[config.mk]
export PLATFORM = sky130hd
export DESIGN_NAME = byte_reg_write_arbiter
export DESIGN_NICKNAME = d
export VERILOG_FILES = /design/src/rtl/byte_reg_write_arbiter_pkg.sv /design/src/rtl/byte_reg_write_arbiter_rr_select.sv /design/src/rtl/byte_register.sv /design/src/rtl/byte_reg_write_arbiter.sv
export SDC_FILE = /design/constraint.sdc
export NUM_CORES = 1
export LEC_CHECK = 0
export ABC_AREA = 1
export BUFFER_PORTS_ARGS = -buffer_cell sky130_fd_sc_hd__buf_2
export CORE_UTILIZATION = 54
export DETAILED_ROUTE_END_ITERATION = 7
export MAX_ROUTING_LAYER = met4
export PLACE_DENSITY = 0.87
export SYNTH_ARGS = -nofsm -noshare
export SYNTH_HDL_FRONTEND = slang
export SYNTH_SLANG_ARGS = --single-unit
[constraint.sdc]
create_clock -name clk -period 4.1 [get_ports clk]
set_clock_uncertainty 0.2 [all_clocks]
set_input_delay 0.82 -clock clk [delete_from_list [all_inputs] [get_ports clk]]
set_output_delay 0.82 -clock clk [all_outputs]
set_load 0.1 [all_outputs]
[src/rtl/byte_reg_write_arbiter_pkg.sv]
// Shared definitions for the byte register write arbiter.
// State encoding and the default requester count.
package byte_reg_write_arbiter_pkg;

  localparam int NREQ_DEF = 4;

  typedef enum logic [1:0] {
    ST_IDLE  = 2'd0,
    ST_GRANT = 2'd1,
    ST_ACK   = 2'd2
  } state_e;

endpackage

[src/rtl/byte_reg_write_arbiter_rr_select.sv]
// Combinational round-robin picker.
// Returns the first requester at or after prio_ptr, wrapping.
module rr_select #(
  parameter int NREQ  = 4,
  parameter int PTR_W = 2
) (
  input  logic [NREQ-1:0]  req,
  input  logic [PTR_W-1:0] prio_ptr,
  output logic [PTR_W-1:0] sel,
  output logic             any_req
);

  logic [PTR_W-1:0] idx;

  // scan upward from prio_ptr; pointer width makes the wrap free
  always_comb begin
    sel     = '0;
    any_req = 1'b0;
    idx     = '0;
    for (int k = 0; k < NREQ; k++) begin
      idx = prio_ptr + PTR_W'(k);
      if (!any_req && req[idx]) begin
        any_req = 1'b1;
        sel     = idx;
      end
    end
  end

endmodule

[src/rtl/byte_register.sv]
// Shared 8-bit data-bus latch used by all pipeline stages.
// Clears asynchronously on res, loads d when en is high.
module byte_register (
  input  logic       clk,
  input  logic       res,
  input  logic       en,
  input  logic [7:0] d,
  output logic [7:0] q
);

  // storage: async clear, enabled load
  always_ff @(posedge clk or posedge res) begin
    if (res) q <= 8'h00;
    else if (en) q <= d;
  end

endmodule

[src/rtl/byte_reg_write_arbiter.sv]
// Round-robin write arbiter for the shared byte register.
// IDLE -> GRANT -> ACK handshake, one write per three cycles.
module byte_reg_write_arbiter
  import byte_reg_write_arbiter_pkg::*;
#(
  parameter int NREQ  = NREQ_DEF,
  parameter int PTR_W = 2
) (
  input  logic              clk,
  input  logic              res,
  input  logic [NREQ-1:0]   req,
  input  logic [8*NREQ-1:0] wdata,
  output logic [NREQ-1:0]   grant,
  output logic [NREQ-1:0]   ack,
  output logic [7:0]        q,
  output logic [PTR_W-1:0]  owner,
  output logic              busy,
  output logic [7:0]        wr_count
);

  state_e           state_q, state_d;
  logic [NREQ-1:0]  grant_q, grant_d;
  logic [NREQ-1:0]  ack_q, ack_d;
  logic [PTR_W-1:0] owner_q, owner_d;
  logic [PTR_W-1:0] prio_q, prio_d;
  logic [7:0]       cnt_q, cnt_d;

  logic [PTR_W-1:0] sel;
  logic             any_req;
  logic             en;
  logic [7:0]       d;

  rr_select #(
    .NREQ  (NREQ),
    .PTR_W (PTR_W)
  ) u_sel (
    .req      (req),
    .prio_ptr (prio_q),
    .sel      (sel),
    .any_req  (any_req)
  );

  // write only while the owner still holds its request
  assign en = (state_q == ST_GRANT) && req[owner_q] && !res;
  assign d  = wdata[{owner_q, 3'b000} +: 8];

  byte_register u_reg (
    .clk (clk),
    .res (res),
    .en  (en),
    .d   (d),
    .q   (q)
  );

  // next-state and registered-output logic
  always_comb begin
    state_d = state_q;
    grant_d = '0;
    ack_d   = '0;
    owner_d = owner_q;
    prio_d  = prio_q;
    cnt_d   = cnt_q;
    unique case (state_q)
      ST_IDLE: begin
        if (any_req) begin
          state_d      = ST_GRANT;
          grant_d[sel] = 1'b1;
          owner_d      = sel;
        end
      end
      ST_GRANT: begin
        if (req[owner_q]) begin
          state_d        = ST_ACK;
          ack_d[owner_q] = 1'b1;
          cnt_d          = cnt_q + 8'd1;
        end else begin
          state_d = ST_IDLE;
        end
      end
      ST_ACK: begin
        state_d = ST_IDLE;
        prio_d  = owner_q + PTR_W'(1);
      end
      default: state_d = ST_IDLE;
    endcase
  end

  // state and output registers
  always_ff @(posedge clk or posedge res) begin
    if (res) begin
      state_q <= ST_IDLE;
      grant_q <= '0;
      ack_q   <= '0;
      owner_q <= '0;
      prio_q  <= '0;
      cnt_q   <= '0;
    end else begin
      state_q <= state_d;
      grant_q <= grant_d;
      ack_q   <= ack_d;
      owner_q <= owner_d;
      prio_q  <= prio_d;
      cnt_q   <= cnt_d;
    end
  end

  assign grant    = grant_q;
  assign ack      = ack_q;
  assign owner    = owner_q;
  assign busy     = (state_q != ST_IDLE);
  assign wr_count = cnt_q;

endmodule

---- Word level (Yosys, flattened, before mapping) ----
Index checks and enable logic that the tools add are counted.
storage, ports and cells
  output and inout port bits .............. 27
  memories ................................ 0
  input bits .............................. 38
  RAM bits ................................ 0
  register bits after elaboration ......... 30
  bits in latches ......................... 0
  bits in read-only memories .............. 0
operators by class
  bitwise gates (word level) .............. 0
  muxes and demuxes ....................... 29
  shifts and indexed selects .............. 1
  $add $sub $neg .......................... 5
  div/mod/pow operators ................... 0
  reduce and logical (&&, ||, !) cells .... 15
  $mul .................................... 0
  equal/unequal tests ..................... 3
  magnitude comparators ................... 8
operators by type and width
  kind                 count
  $shiftx 32x6->8      1
  $lt 2x3->1 const B   6
  $mux 4               4
  $mux 2               6
  $mux 1               11
  $bmux 1 s2           5
  $add 8x1->8 const B  1
  $logic_and 1x1->1    7
  $add 2x1->2 const B  2
  $add 2x2->2 const B  2
  $demux 1 s2          2
  $ge 2x1->1 const B   2
  $logic_not 1->1      4
  $pmux 2 s2           1
  $reduce_and 2->1     2
  $eq 2x1->1 const B   1
  $eq 2x2->1 const B   1
  $logic_not 2->1      1
  $ne 2x2->1 const B   1
  $reduce_bool 2->1    1

---- Depth between registers and ports, before layout ----
  depth after elaboration ................. 18
  depth in mapped cells ................... 11
  depth with buffers taken out ............ 11

---- Hierarchy ----
A second synthesis with hierarchy kept.
unflattened totals
  cells, all modules ...................... 271
  area total of the unflattened synthesis .. 1950.6 um2
by module, submodules not included
  module                  cells an instance  area an instance (um2)  instances
  byte_reg_write_arbiter  177                1322.5                  1
  rr_select               59                 319.1                   1
  byte_register           35                 309.0                   1

---- Worst setup path before layout ----
OpenSTA, ideal clock, no wires.
  path type ............................... flip-flop to flip-flop
  start point ............................. register owner_q[0], in the netlist owner[0]
  end point ............................... register u_reg.q[0]
  data required time ...................... 3.778 ns
  period minus slack after synthesis ...... 2.207 ns
  cell stages (with the launch flop) ...... 9
  slack ................................... 1.893 ns
  arrival ................................. 1.884 ns
  library setup time ...................... 0.122 ns
  path buffers ............................ 1
  path through ............................ dfrtp_1 > buf_2 > o21ai_0 > nand2_1 > nand2_1 > inv_2 > nand2_1 > nand2_1 > nand2_1
on the way
  word-level cells in the longest chain between the ends .. 4
  elaborated cells between the ends (all ways) .. 5
  those cells by class .................... 1 x shift; 2 x mux; 2 x reduce/logical
ends and longest elaborated chain
  what                                                                     line                           source
  start, declared                                                          byte_reg_write_arbiter.sv:24   logic [PTR_W-1:0] owner_q, owner_d;
  start signal, assigned                                                   byte_reg_write_arbiter.sv:101  owner_q <= owner_d;
  parallel branches: the longest is 4 deep, another holds $shiftx 32x6->8  n/a
  end signal, assigned                                                     byte_register.sv:13            if (res) q <= 8'h00;
  end signal, assigned                                                     byte_register.sv:14            else if (en) q <= d;
  end, declared                                                            byte_register.sv:8             output logic [7:0] q
Several ways; the timed one is not identified. The select of a mux whose other input is x is not followed.
A chain may end at the register's enable or synchronous reset.

---- Final worst setup path ----
  start point ............................. register owner_q[0], in the netlist owner[0]
  end point ............................... register u_reg.q[6]
The elaborated chain is that of the path after synthesis.

==> key figures <==
Global routing
  • Wire length of the first global-routing pass: 6741 um
  • Total routing resource utilization after global routing: 0.2592
  • Total gr overflow: 0
  • Via count of the first global-routing pass: 1,643
  • Initial antenna violation count: 0
  • Maximum number of pins on one net before global-route repair: 40

Setup path
  • Path depth of the worst reg2reg path: 9
  • Type of the worst setup path: flip-flop to flip-flop
  • Endpoint required time on the critical path: 4.12 ns
  • Kind of capture point of the worst setup path: flip-flop
  • Capture point of the worst reg-to-reg path: u_reg.q[6]
  • Endpoint arrival time on the critical path: 2.73 ns
  • R2R Setup Slk: 1.39 ns
  • Endpoint of the most critical setup path: u_reg.q[6]
  • Startpoint of the most critical setup path: owner[0]
  • Maximum fanout along the worst path: 24
  • Worst reg2reg path startpoint: owner[0]
  • Kind of launch point of the worst setup path: flip-flop

STA
  • Slew at the pin closest to its max-slew limit: 0.7269 ns
  • Setup repair after global routing missed its margin: no
  • Slew HR: 0.5147
  • Final Setup Violations: 0
  • Shortest clock period the worst path allows after layout: 2.714 ns
  • Post-layout worst setup margin: 1.386 ns
  • Number of endpoints with negative hold slack in the final report: 0
  • Count of final max-slew check failures: 0
  • Max frequency: 368.4 MHz
  • Period utilisation layout: 0.6620
  • Fin Setup TNS: 0 ns

Place
  • Worst setup timing slack at the placement stage: 1.400 ns
  • Global placement routability congestion: 0.8931
  • Detailed placer's ending HPWL: 3070 um
  • Number of cells after detailed placement: 355
  • IO buf count: 64
  • Placed instance area: 0.002190 mm2

Cells and area
  • Number of diodes added for antenna fixing: 0
  • Most common cell after layout, fill and taps aside: nand2_1
  • Commonest cells after routing, fill and taps aside: nand2_1 (74), buf_2 (64), nor2_1 (34), dfrtp_1 (30), o21ai_0 (19)
  • Final instance count without filler cells: 363
  • Post-layout net count: 361
  • Layout cell share with drive strength beyond 1: 0.3229
  • Fill cell count: 268
  • Final non-filler cell area: 0.002250 mm2
  • Area grow syn2layout: 21.24%

Floorplanning
  • Total Die Area: 0.003675 mm2
  • # rows: 20
  • Effective utilization at floorplan: 0.5885
  • Overall die height: 60.62 um
  • Area of the core: 0.003153 mm2
  • Die X-Extent: 60.62 um
  • Number of top-level pins: 65

Logic synthesis
  • Avg Cell Area, Syn: 7.305 um2
  • Warnings, synthesis: 0
  • Netlist Area Pre-Place: 0.001856 mm2
  • Mapped Nets: 297
  • Cells after synthesis: 254
  • Cell accounting for the most synthesized area: dfrtp_1
  • Share of synthesized area occupied by flip-flops and latches: 0.4046
  • Count of state elements after synthesis: 30
  • Number of distinct library cells after synthesis: 26
  • Area share of the largest cell type after synthesis: 0.4046
  • Ranking of synthesized cells by area: dfrtp_1 (40%), nand2_1 (15%), nor2_1 (6.9%)

Clocking
  • Number of sinks on the clock net: 30
  • Total of cells resized after clock tree synthesis: 0
  • Clock transition at path regs: 0.08 ns
  • Post-CTS Repair Setup Buffers: 0
  • CTS root buf: clkbuf_4
  • Hold_buf cts: 0
  • CTS tree: yes
  • Htree depth: 2
  • Maximum clock insertion buffer count: 2
  • Insertion delay of the later-clocked pin in the worst-skew pair: 0.33 ns
  • CTS buffer count: 5

Drt
  • Post-route DRC violation count: 0
  • Number of optimization iterations in the first detailed-route pass: 4
  • Final ANT Viol Nets: 0
  • Total vias in the final route: 1,861
  • Total routed wirelength: 4251 um
  • Detail-routed net length per standard cell: 11.71 um
  • Starting DRT DRC Count: 80
  • Via density per instance: 5.127

Flow run
  • Number of max-cap violations: 0

Worst hold path
  • Class of the tightest hold or removal check: flip-flop to flip-flop
  • Depth of the worst hold-timing path: 2

Run status
  • Status: finished, final reports clean
==> flip-flops by register name, indices dropped and copies added, names as in the netlist <==
register	count
u_reg.q	8
wr_count	8
ack	4
grant	4
owner	2
prio_q	2
state_q	2
==> Yosys cell counts <==
cell and instances:
a21oi_1 3, a21oi_2 1, buf_2 2, buf_4 1
buf_6 1, clkbuf_1 2, clkbuf_2 1, dfrtp_1 30
ha_1 5, inv_1 14, inv_2 7, nand2_1 74
nand2_2 17, nand2_4 3, nand3_1 16, nand3_2 2
nand4_1 3, nor2_1 34, nor2_2 1, nor2_4 1
nor3_1 1, o21ai_0 19, o21ai_1 1, o22ai_1 8
xnor2_1 5, xor2_1 2
==> kinds of logic after synthesis <==
kind of cell,synth area share
simple gates,0.3702
compound gates,0.09373
flops,0.4046
buf+inv,0.06474
xor+xnor,0.03304
fa+ha+maj,0.03372
==> routing by layer <==
metal  vias to the layer above  GRT usage  wire length, um
met3                         7    0.05970              220
met2                        66     0.4505             2146
met4                         0     0.1006               56
li1                        939          -                -
met5                         -          -                0
met1                       849     0.2873             1828
==> layout make-up <==
type | count | area (um2) | area share
flip-flops and latches | 30 | 750.7 | 0.3337
clock buffers | 7 | 55.05 | 0.02447
well taps | 44 | 55.05 | 0.02447
multi-input cells | 196 | 984.7 | 0.4377
repair buffers | 64 | 320.3 | 0.1424
clock inverters | 1 | 5.005 | 0.002225
inverters | 21 | 78.83 | 0.03504
==> worst min path at each step <==
stage / startpoint / end / slack [ns]
6_report: u_reg.q[3] / u_reg.q[3] / 0.27
5_1_grt: u_reg.q[3] / u_reg.q[3] / 0.29
4_1_cts: u_reg.q[3] / u_reg.q[3] / 0.28
3_5_place_dp: u_reg.q[3] / u_reg.q[3] / 0.25
3_3_place_gp: u_reg.q[2] / u_reg.q[2] / 0.26
2_1_floorplan: state_q[0] / state_q[0] / 0.35
==> stage by stage <==
step / util / hold WS [ns]
finish: 0.7135 / 0.2706
global route: 0.7135 / 0.2897
CTS: 0.7135 / 0.2751
detailed placement: 0.6944 / 0.2546
global placement: 0.6944 / 0.2635
floorplan: - / 0.3533
==> worst max-delay path, stage by stage, from the launching register on <==
cell and delay, ns:
dfrtp_1 0.78, inv_2 0.29, a21oi_1 0.18, o21ai_1 0.07, nand2_1 0.07, nand2_1 0.24, inv_2 0.33, nand2_1 0.24
nand2_1 0.14, nand2_1 0.06
Power is not shown: default switching activity piles up to over one toggle a cycle in this logic, so the estimate is an artifact.
